## config.mk

```make
export PLATFORM = sky130hd
export DESIGN_NAME = chainreset_sequencer
export DESIGN_NICKNAME = d
export VERILOG_FILES = /design/src/rtl/chainreset_sequencer.sv
export SDC_FILE = /design/constraint.sdc
export NUM_CORES = 1
export LEC_CHECK = 0
export CORE_MARGIN = 4
export CORE_UTILIZATION = 51
export CTS_CLUSTER_SIZE = 10
export DETAILED_ROUTE_END_ITERATION = 12
export PLACE_DENSITY = 0.71
export SYNTH_ARGS = -nofsm -noshare
export SYNTH_HDL_FRONTEND = slang
export SYNTH_SLANG_ARGS = --single-unit
```

## constraint.sdc

```tcl
create_clock -name clk -period 2.89 [get_ports clk]
set_input_delay 0.578 -clock clk [delete_from_list [all_inputs] [get_ports clk]]
set_output_delay 0.578 -clock clk [all_outputs]
set_load 0.03 [all_outputs]
```

## src/rtl/chainreset_sequencer.sv

```systemverilog
// Sequencer that kicks a chainreset, follows its steps and retries a failing step
// after a holdoff, giving up once a step has used all of its retries.
//
// state | meaning
// IDLE  | waiting for start, all status cleared
// KICK  | one-cycle kick into step 0
// WAIT  | watching done strobe / error edge of curstep
// HOLD  | holdoff countdown before retrying curstep
// RETRY | one-cycle stepretry pulse for curstep
// DONE  | every step completed
// FAIL  | curstep ran out of retries
module chainreset_sequencer #(
    parameter int NSTEP    = 3,
    parameter int MAXRETRY = 3,
    parameter int RETRYW   = 4,
    parameter int HOLDOFF  = 16,
    parameter int IDXW     = 2
) (
    input  logic              clk,
    input  logic              rstn,
    input  logic              start,
    input  logic              abort,
    input  logic [NSTEP-1:0]  done,
    input  logic [NSTEP-1:0]  donestrobe,
    input  logic [NSTEP-1:0]  error,
    output logic              kick,
    output logic [NSTEP-1:0]  stepretry,
    output logic              busy,
    output logic              alldone,
    output logic              fail,
    output logic [IDXW-1:0]   curstep,
    output logic [IDXW-1:0]   failstep,
    output logic [RETRYW-1:0] retrytotal,
    output logic [NSTEP-1:0]  errsticky
);

    localparam int HOLDW = $clog2(HOLDOFF + 1);

    typedef enum logic [2:0] {
        S_IDLE, S_KICK, S_WAIT, S_HOLD, S_RETRY, S_DONE, S_FAIL
    } state_t;

    state_t            state;
    logic [NSTEP-1:0]  err_q;
    logic [RETRYW-1:0] retry_cnt [NSTEP];
    logic [HOLDW-1:0]  hold_cnt;

    logic err_rise;
    logic last_step;
    logic exhausted;
    logic unused_done;

    assign err_rise    = error[curstep] & ~err_q[curstep];
    assign last_step   = (curstep == IDXW'(NSTEP - 1));
    assign exhausted   = (retry_cnt[curstep] >= RETRYW'(MAXRETRY));
    // done levels carry no information beyond the strobes
    assign unused_done = ^done;

    always_ff @(posedge clk or negedge rstn) begin
        if (!rstn) begin
            state      <= S_IDLE;
            kick       <= 1'b0;
            stepretry  <= '0;
            busy       <= 1'b0;
            alldone    <= 1'b0;
            fail       <= 1'b0;
            curstep    <= '0;
            failstep   <= '0;
            retrytotal <= '0;
            errsticky  <= '0;
            err_q      <= '0;
            hold_cnt   <= '0;
            for (int i = 0; i < NSTEP; i++) retry_cnt[i] <= '0;
        end else begin
            kick      <= 1'b0;
            stepretry <= '0;
            // continuous sampling also re-primes the edge detector in KICK and RETRY
            err_q     <= error;
            if (abort) begin
                state      <= S_IDLE;
                busy       <= 1'b0;
                alldone    <= 1'b0;
                fail       <= 1'b0;
                curstep    <= '0;
                failstep   <= '0;
                retrytotal <= '0;
                errsticky  <= '0;
                hold_cnt   <= '0;
                for (int i = 0; i < NSTEP; i++) retry_cnt[i] <= '0;
            end else begin
                case (state)
                    S_IDLE, S_DONE, S_FAIL: begin
                        if (start) begin
                            state      <= S_KICK;
                            kick       <= 1'b1;
                            busy       <= 1'b1;
                            alldone    <= 1'b0;
                            fail       <= 1'b0;
                            curstep    <= '0;
                            failstep   <= '0;
                            retrytotal <= '0;
                            errsticky  <= '0;
                            for (int i = 0; i < NSTEP; i++) retry_cnt[i] <= '0;
                        end
                    end
                    S_KICK: state <= S_WAIT;
                    S_WAIT: begin
                        for (int j = 0; j < NSTEP; j++)
                            if (IDXW'(j) != curstep && error[j]) errsticky[j] <= 1'b1;
                        if (donestrobe[curstep]) begin
                            if (last_step) begin
                                state   <= S_DONE;
                                busy    <= 1'b0;
                                alldone <= 1'b1;
                            end else begin
                                curstep <= curstep + IDXW'(1);
                            end
                        end else if (err_rise) begin
                            if (exhausted) begin
                                state    <= S_FAIL;
                                busy     <= 1'b0;
                                fail     <= 1'b1;
                                failstep <= curstep;
                            end else begin
                                state    <= S_HOLD;
                                hold_cnt <= HOLDW'(HOLDOFF - 1);
                            end
                        end
                    end
                    S_HOLD: begin
                        if (hold_cnt == '0) begin
                            state              <= S_RETRY;
                            stepretry          <= NSTEP'(1) << curstep;
                            retry_cnt[curstep] <= retry_cnt[curstep] + RETRYW'(1);
                            if (retrytotal != '1) retrytotal <= retrytotal + RETRYW'(1);
                        end else begin
                            hold_cnt <= hold_cnt - HOLDW'(1);
                        end
                    end
                    S_RETRY: state <= S_WAIT;
                    default: state <= S_IDLE;
                endcase
            end
        end
    end

endmodule

```

==> out/results.tsv <==
metric	value	unit
required	3.09	ns
cts_hold_buf	0	
multi_input_area	0.00114	mm^2
avgSynthCellArea	10.1	um^2
die_area	0.00558	mm^2
yosysTopAreaCell	dfrtp_1	
cts_buffers	5	
viasPerCell	5.87	
cp-start-kind	flop	
ys_types	63	
synth_top_area_share	45.2	%
maxSlewViolCount	0	
cts_tree	yes	
wl_per_cell	16.5	um
die_w	74.7	um
period_needed	2.42	ns
worst_slew_pin_slew	0.902	ns
start_util	54.8	%
cp_cell_sequence	mux2i_1 -> o2bb2ai_1 -> ha_1 -> a221oi_1 -> a21o_2 -> a31oi_1 -> a311oi_1	
grt_pass1_vias	1754	
worstSetupEndpointType	flop	
cp_max_fo	10	
synth_area	0.00227	mm^2
drtAntennaViolNets	0	
hold_viol	0	
antenna_found_initial	0	
regArea	0.00103	mm^2
first_iter_violations	186	
post-dp-hpwl	3650	um
grt_use_total	20.7	%
grt_max_degree	42	
syn_inst	225	
drive_gt1_share	12.5	%
slew_headroom	39.9	%
gp_congestion	0.797	
fin_crit_sh	83.8	%
drtPass1Iterations	4	
io_pins	31	
grt_pass1_wl	8770	um
areaGrowthSynthToFinish	18.9	%
finalSetupViolCount	0	
wirelength	5050	um
setup_tns	0	ns
syn-num-nets	244	
synth_seq_cells	41	
rsz0062_at_grt	false	
dpl_cell_area	0.00258	mm^2
path_class	flop to flop	
finalInstanceArea	0.00270	mm^2
fillers	366	
ys_warn_count	0	
die_y	74.7	um
cts.sinks	41	
fmax	413	MHz
clk_pin_slew	0.08	ns
cts_resized	0	
clockRootBuffer	clkbuf_8	
synthTopCellsByCount	dfrtp_1, nand2_1, o21ai_0, nor2_1, inv_1	
post-cts-setup-buffers	0	
cellLeakagePower	0.00116	uW
rows	23	
insertion_delay	0.29	ns
cts.path.max_buffers	2	
yosysSeqAreaShare	45.2	%
vias	1797	
synth-async-reset-ratio	100	%
h-tree-depth	2	
max_stage_delay	0.64	ns
core_area	0.00414	mm^2
synthTopCellsByArea	dfrtp_1, nand2_1, o21ai_0, ha_1, o2bb2ai_1	
synth.most_common_cell	dfrtp_1	
final_nets	274	
skew	0.00832	ns
status	complete, no violations	
powerDensity	680	mW/mm^2
power	1840	uW
cp.arrival	2.63	ns
synth_edf_count	0	
cp_slowest_cell	dfrtp_1	
vdd_drop_max	0.348	mV
antenna_cells	0	
io_buffer_count	27	
max_cap_viol_count	0	
synth_flop_cell	dfrtp_1	
min_path_type	primary input to asynchronous set/reset pin	
drc_errors	0	
grt_overflow	0	
final_core_util	65.1	%
area by class of cell:
class,count,share of cell area [%]
clock buffers,7,3.20
clock inverters,1,1.11
inverters,10,1.39
multi-input cells,163,42.2
flip-flops and latches,41,38.0
well taps,50,2.32
repair buffers,34,11.8
registers in the layout, indices dropped and copies added (netlist names):
signal / count
failstep: 2
stepretry: 3
alldone: 1
retrytotal: 4
kick: 1
state: 3
hold_cnt: 5
busy: 1
curstep: 2
err_q: 3
fail: 1
errsticky: 3
retry_cnt: 12
layer usage:
layer  track usage [%]  up-vias  part of all wire [%]
met2              31.2       44                    45
met4              5.34        0                  0.48
met3              5.21        2                   6.5
met1              29.9      857                    48
met5                 0        -                     0
li1                  -      894                     -
worst max-delay path: cells and delay by family (launching register included):
family                     cells  cell delay (ns)
adders and majority gates      1             0.25
muxes                          1             0.26
AOI/OAI and AO/OA              5             1.19
DFF                            1             0.64
per-stage QoR:
stage	setup WS [ns]	std cells	hold slack (ns)
2_1_floorplan	0.673	225	0.282
3_3_place_gp	0.293	298	0.459
3_5_place_dp	0.270	298	0.467
4_1_cts	0.450	306	0.440
5_1_grt	0.183	306	0.497
6_report	0.468	306	0.409
path summary, 6_finish.rpt:
path	from	endpoint	slack, ns	cells past startpoint
min in group clk	retry_cnt[6]	retry_cnt[6]	0.48	2
max in group asynchronous	rstn	retrytotal[1]	1.91	1
worst max register to register	curstep[0]	hold_cnt[2]	0.47	7
worst max-delay path	curstep[0]	hold_cnt[2]	0.47	7
worst min register to register	retry_cnt[6]	retry_cnt[6]	0.48	2
worst min-delay path	rstn	failstep[0]	0.41	1
where the power goes:
| part | switching [uW] | internal, uW | leakage [uW] |
|---|---|---|---|
| Combinational | 367 | 266 | 0.000541 |
| Clock | 201 | 282 | 0.0000585 |
| Sequential | 91.5 | 628 | 0.000557 |
| Total | 660 | 1180 | 0.00116 |
layout by cell type (no fill, tap or decap), types with 2 or more instances in the layout:
cell and instances:
dfrtp_1 41, nand2_1 26, clkdlybuf4s50_1 26, o21ai_0 18, nor2_1 15, inv_1 10
a31oi_1 8, o2bb2ai_1 7, a21oi_1 7, buf_4 7, nor3_1 6, ha_1 6
clkbuf_8 6, mux2i_1 5, a22o_1 5, and2_1 3, nand2b_1 3, o21a_1 3
a32o_1 3, a311oi_1 3, nor4b_1 2, nor2b_1 2, o21ai_1 2, nand3_1 2
logic make-up after synthesis:
family | Yosys count | share of synthesized area (%)
simple gates | 76 | 18.5
compound gates | 72 | 24.0
flops | 41 | 45.2
buf+inv | 21 | 4.63
mux | 8 | 3.97
fa+ha+maj | 6 | 3.31
xor+xnor | 1 | 0.386
Power figures use the tool's default switching activity.
